==> src/rtl/pong_pkg.sv <==
// pong_pkg: shared types and constants for the Pong game controller.
//   game_state_t  : top-level game phase (NEWGAME, PLAY, NEWBALL, OVER)
//   TIMER_RELOAD  : value the external frame-tick countdown reloads to
//   DEFAULT_BALLS : balls per game when the parameter is not overridden
package pong_pkg;

    typedef enum logic [1:0] {
        NEWGAME = 2'd0,
        PLAY    = 2'd1,
        NEWBALL = 2'd2,
        OVER    = 2'd3
    } game_state_t;

    localparam logic [6:0] TIMER_RELOAD  = 7'd127;
    localparam int         DEFAULT_BALLS = 3;

    // Next value of one BCD digit; returns 0 after 9.
    function automatic logic [3:0] bcd_digit_inc(input logic [3:0] d);
        return (d >= 4'd9) ? 4'd0 : d + 4'd1;
    endfunction

endpackage

==> src/rtl/pong_score_bcd.sv <==
// pong_score_bcd: two-digit BCD score counter (00..99, wraps to 00).
// Ports:
//   clk, reset : clock, asynchronous active-high reset (score -> 00)
//   clr        : synchronous clear to 00 (has priority over inc)
//   inc        : add one to the score
//   d1, d0     : tens and units BCD digits
module pong_score_bcd
    import pong_pkg::*;
(
    input  logic       clk,
    input  logic       reset,
    input  logic       clr,
    input  logic       inc,
    output logic [3:0] d1,
    output logic [3:0] d0
);

    always_ff @(posedge clk or posedge reset) begin
        if (reset) begin
            d1 <= 4'd0;
            d0 <= 4'd0;
        end else if (clr) begin
            d1 <= 4'd0;
            d0 <= 4'd0;
        end else if (inc) begin
            d0 <= bcd_digit_inc(d0);
            // Units rolling over carries into tens; 99 -> 00 falls out of this.
            if (d0 >= 4'd9)
                d1 <= bcd_digit_inc(d1);
        end
    end

endmodule

==> src/rtl/pong_game_ctrl.sv <==
// pong_game_ctrl: game-phase sequencer for Pong.
// Optional feature macro: PONG_SCORE_EN (compiles in the BCD score counter;
// when undefined the score outputs are tied to 0 and hit is ignored).
// Ports:
//   clk, reset           : clock, asynchronous active-high reset
//   btn[1:0]             : debounced paddle buttons ("any" = btn != 0)
//   refr_tick            : one pulse per video frame
//   hit, miss            : ball/paddle event pulses
//   timer_up             : external countdown has reached 0
//   timer_start          : one-cycle reload request to the countdown (Mealy)
//   timer_tick           : countdown decrement strobe (= refr_tick)
//   gra_still            : freeze ball and paddle graphics
//   game_over            : high while in OVER
//   balls_left[1:0]      : balls remaining, not counting the one in play
//   score_d1, score_d0   : tens / units BCD score digits
//   state_dbg            : current FSM state, for observation only
module pong_game_ctrl
    import pong_pkg::*;
#(
    parameter int BALLS = DEFAULT_BALLS
) (
    input  logic        clk,
    input  logic        reset,
    input  logic [1:0]  btn,
    input  logic        refr_tick,
    input  logic        hit,
    input  logic        miss,
    input  logic        timer_up,
    output logic        timer_start,
    output logic        timer_tick,
    output logic        gra_still,
    output logic        game_over,
    output logic [1:0]  balls_left,
    output logic [3:0]  score_d1,
    output logic [3:0]  score_d0,
    output game_state_t state_dbg
);

    localparam logic [1:0] BALLS_FULL  = 2'(BALLS);
    localparam logic [1:0] BALLS_START = 2'(BALLS - 1);

`ifdef PONG_SCORE_EN
    localparam bit SCORE_EN = 1'b1;
`else
    localparam bit SCORE_EN = 1'b0;
`endif

    game_state_t state, state_next;
    logic [1:0]  balls_next;
    logic        btn_any;
    logic        hit_taken;

    assign btn_any   = (btn != 2'b00);
    // Without a score counter a hit has no effect, so hit+miss acts as a miss.
    assign hit_taken = SCORE_EN && hit;

    always_ff @(posedge clk or posedge reset) begin
        if (reset) begin
            state      <= NEWGAME;
            balls_left <= BALLS_FULL;
        end else begin
            state      <= state_next;
            balls_left <= balls_next;
        end
    end

    always_comb begin
        state_next  = state;
        balls_next  = balls_left;
        timer_start = 1'b0;
        unique case (state)
            NEWGAME: begin
                if (btn_any) begin
                    state_next = PLAY;
                    balls_next = BALLS_START;
                end
            end
            PLAY: begin
                // A hit in the same cycle wins over the miss.
                if (!hit_taken && miss) begin
                    timer_start = 1'b1;
                    if (balls_left == 2'd0) begin
                        state_next = OVER;
                    end else begin
                        state_next = NEWBALL;
                        balls_next = balls_left - 2'd1;
                    end
                end
            end
            NEWBALL: begin
                // Button must still be held once the relaunch delay expires.
                if (timer_up && btn_any)
                    state_next = PLAY;
            end
            OVER: begin
                if (timer_up) begin
                    state_next = NEWGAME;
                    balls_next = BALLS_FULL;
                end
            end
            default: state_next = NEWGAME;
        endcase
    end

    assign timer_tick = refr_tick;
    assign gra_still  = (state != PLAY);
    assign game_over  = (state == OVER);
    assign state_dbg  = state;

`ifdef PONG_SCORE_EN
    logic score_clr, score_inc;

    // Cleared only on game start so the final score stays visible in OVER.
    assign score_clr = (state == NEWGAME) && btn_any;
    assign score_inc = (state == PLAY) && hit;

    pong_score_bcd u_score (
        .clk   (clk),
        .reset (reset),
        .clr   (score_clr),
        .inc   (score_inc),
        .d1    (score_d1),
        .d0    (score_d0)
    );
`else
    assign score_d1 = 4'd0;
    assign score_d0 = 4'd0;
`endif

endmodule

==> config.mk <==
export PLATFORM = sky130hd
export DESIGN_NAME = pong_game_ctrl
export DESIGN_NICKNAME = d
export VERILOG_FILES = /design/src/rtl/pong_pkg.sv /design/src/rtl/pong_score_bcd.sv /design/src/rtl/pong_game_ctrl.sv
export SDC_FILE = /design/constraint.sdc
export NUM_CORES = 1
export LEC_CHECK = 0
export CAP_MARGIN = 20
export CORE_AREA = 2 2 39 41
export CTS_BUF_LIST = sky130_fd_sc_hd__clkbuf_4 sky130_fd_sc_hd__clkbuf_8
export CTS_CLUSTER_SIZE = 25
export DETAILED_ROUTE_END_ITERATION = 12
export DIE_AREA = 0 0 41 43
export DONT_BUFFER_PORTS = 1
export GPL_TIMING_DRIVEN = 1
export HOLD_SLACK_MARGIN = 0.1
export SLEW_MARGIN = 20
export SYNTH_ARGS = -nofsm -noshare
export SYNTH_HDL_FRONTEND = slang
export SYNTH_HIERARCHICAL = 1
export SYNTH_SLANG_ARGS = --single-unit
==> constraint.sdc <==
create_clock -name clk -period 1.8 [get_ports clk]
set_input_delay 0.36 -clock clk [delete_from_list [all_inputs] [get_ports clk]]
set_output_delay 0.36 -clock clk [all_outputs]
set_load 0.02 [all_outputs]
==> flow_metrics.env, run 1 <==
export IMPL_synth_cell_type_count=20
export IMPL_yosys_warnings=6
export IMPL_power_internal_w=0.000349
export IMPL_path_cells="nor2b_4 > and2_4"
export IMPL_p_leak_nw=0.183
export IMPL_hold_path_class="input port to register"
export IMPL_power_switching_w=0.000311
export IMPL_synth_top_area_share=0.201
export IMPL_worstPathBufferInverterCount=0
export IMPL_remaining_drc_errors=0
export IMPL_clock_skew_ns=0.00316
export IMPL_cts_root_buf="clkbuf_4"
export IMPL_antenna_left=0
export IMPL_path_delay_family="flip-flops"
export IMPL_place_congestion=0.780
export IMPL_grt_max_degree=9
export IMPL_final_common_cell="conb_1"
export IMPL_clkTransAtPathRegs_ns=0.03
export IMPL_ir_drop_mv=0.795
export IMPL_max_freq_mhz=650
export IMPL_cp_start_kind="register"
export IMPL_setup_viol=0
export IMPL_timing_setup_tns_ns=0
export IMPL_ys_top_cells_by_area="buf_4, dfstp_2, dfrtp_1"
export IMPL_place_inst=54
export IMPL_slew_violations=0
export IMPL_ioPinCount=24
export IMPL_ys_seq_elements=4
export IMPL_yosysSeqAreaShare=0.305
export IMPL_drive_gt1_frac=0.238
export IMPL_dpl_hpwl_um=490
export IMPL_grt_pass1_wl_um=1040
export IMPL_wirelength_um=614
export IMPL_path_class="register to output pin"
export IMPL_htreeDepth=1
export IMPL_num_rows=14
export IMPL_initial_core_util=0.243
export IMPL_nets=53
export IMPL_clock_path_buffers=2
export IMPL_place_ws_ns=0.274
export IMPL_worstSkewPairLatency_ns=0.24
export IMPL_period_minus_slack_ns=1.54
export IMPL_numPortBuffers=0
export IMPL_fin_ws_ns=0.261
export IMPL_cpMaxStageDelayCell="dfrtp_1"
export IMPL_cts_resized=0
export IMPL_hold_violations=0
export IMPL_drtIter0Drc=8
export IMPL_fin_cells=58
export IMPL_antenna_found_initial=0
export IMPL_die_width_um=41
export IMPL_synth_top_cell_by_area="buf_4"
export IMPL_p_per_area_nw_per_um2=1860
export IMPL_firstDrtPassIters=3
export IMPL_power_frac_comb=0.449
export IMPL_post_cts_repair_setup_buffers=0
export IMPL_critPathRequiredTime_ns=1.44
export IMPL_dieHeight_um=43
export IMPL_cts_tree="built"
export IMPL_final_cell_mix="conb_1, inv_1, o21ai_0, clkbuf_4"
export IMPL_grt_usage=0.0936
export IMPL_cts_buffers=3
export IMPL_maxCapViolCount=0
export IMPL_seqPwrFrac=0.383
export IMPL_n_antenna_cell=0
export IMPL_clkPwrFrac=0.169
export IMPL_setup_worst_path_end_class="output pin"
export IMPL_critPathMaxFanout=8
export IMPL_synth_avg_cell_area_um2=8.63
export IMPL_vias=244
export IMPL_viasPerCell=4.21
export IMPL_syn_to_final_growth_pct=5.58
export IMPL_core_area_um2=1380
export IMPL_arrival_ns=1.18
export IMPL_p_sw_frac=0.471
export IMPL_synthCells=39
export IMPL_num_fill_cells=157
export IMPL_post_drt_wl_per_cell_um=10.6
export IMPL_rsz0062_at_grt="no"
export IMPL_syn_area_um2=337
export IMPL_min_period_over_period=0.855
export IMPL_grt_pass1_vias=241
export IMPL_status="complete, no violations"
export IMPL_clock_sinks=4
export IMPL_grt_ovfl_total=0
export IMPL_slowest_delay_ns=0.53
export IMPL_dieArea_um2=1760
export IMPL_fin_util=0.257
## worst register-to-register path: cells and delay by family, from the launching register on
family / cells / cell delay (ns)
AOI/OAI and AO/OA: 2 / 0.45
adders and majority gates: 1 / 0.21
buffers and inverters: 1 / 0.08
DFF: 1 / 0.61
and+or+nand+nor: 1 / 0.13
## routing by layer
| metal | GRT usage | wire [um] | vias up |
|---|---|---|---|
| met4 | 0.0600 | 0 | 0 |
| met3 | 0.0838 | 87 | 0 |
| met1 | 0.100 | 227 | 112 |
| met2 | 0.116 | 300 | 13 |
| li1 | - | - | 119 |
| met5 | 0 | 0 | - |
## cells in the mapped netlist, drive strengths merged
library cell	number
a21o	1
a21oi	2
a32oi	2
and2	2
buf	9
conb	1
dfrtp	2
dfstp	2
ha	1
inv	6
mux2i	1
nand2	1
nand2b	1
nand4	1
nor2	1
nor2b	1
o21ai	3
o221a	1
or2	1
## per-stage QoR
step / hold WS (ns) / instance area (um2) / power, W
6_report: 0.305 / 355 / 0.000660
4_1_cts: 0.300 / 355 / 0.000675
3_5_place_dp: 0.140 / 323 / 0.000555
3_3_place_gp: 0.138 / 323 / 0.000555
2_1_floorplan: 0.125 / 363 / 0.000504
5_1_grt: 0.334 / 355 / 0.000721
## power by group through the flow
stage	registers (W)	clock network, W	logic, W
final	0.000253	0.000111	0.000296
after global routing	0.000265	0.000123	0.000334
after CTS	0.000255	0.000118	0.000302
after detailed placement	0.000256	0	0.000299
after global placement	0.000257	0	0.000297
after floorplan	0.000253	0	0.000252
## path summary, 6_finish.rpt
check | end | slack [ns] | startpoint | cells past startpoint
max in group asynchronous | balls_left[1] | 1.13 | reset | 2
setup / recovery | timer_start | 0.26 | state_dbg[1] | 2
setup reg to reg | balls_left[0] | 0.28 | balls_left[0] | 5
hold reg to reg | balls_left[1] | 0.60 | balls_left[1] | 2
min in group asynchronous | state_dbg[0] | 0.44 | reset | 2
hold / removal | balls_left[1] | 0.31 | timer_up | 2
## area by class of cell
class	instances	area, um2	share of cell area
flip-flops and latches	4	103	0.289
well taps	16	20.0	0.0563
repair buffers	2	17.5	0.0493
multi-input cells	27	170	0.479
clock buffers	3	22.5	0.0634
inverters	6	22.5	0.0634
## flip-flops by register name, summed over array words and instances (netlist names)
| signal | count |
|---|---|
| balls_left | 2 |
| state_dbg | 2 |
## cell families after synthesis
logic type | after synthesis | synth area share
AO/OA/AOI/OAI | 9 | 0.182
adder cells (fa/ha/maj) | 1 | 0.0372
buffers and inverters | 15 | 0.268
flip-flops | 4 | 0.305
multiplexers | 1 | 0.0297
other | 1 | 0.0111
AND/OR/NAND/NOR | 8 | 0.167
## repair_timing
| action | CTS | global route |
|---|---|---|
| endpoints found under the hold margin | 4 | 0 |
| setup endpoints to repair | 0 | 0 |
| hold buffers | 1 | 0 |
(Power assumes the default switching activity.)
==> run 2, diff against run 1 <==
--- a/config.mk
+++ b/config.mk
@@ -7,7 +7,6 @@
 export LEC_CHECK = 0
 export CAP_MARGIN = 20
 export CORE_AREA = 2 2 39 41
-export CTS_BUF_LIST = sky130_fd_sc_hd__clkbuf_4 sky130_fd_sc_hd__clkbuf_8
 export CTS_CLUSTER_SIZE = 25
 export DETAILED_ROUTE_END_ITERATION = 12
 export DIE_AREA = 0 0 41 43
==> results of run 2 <==
Final layout, timing and power as in run 1 (identical DEF).
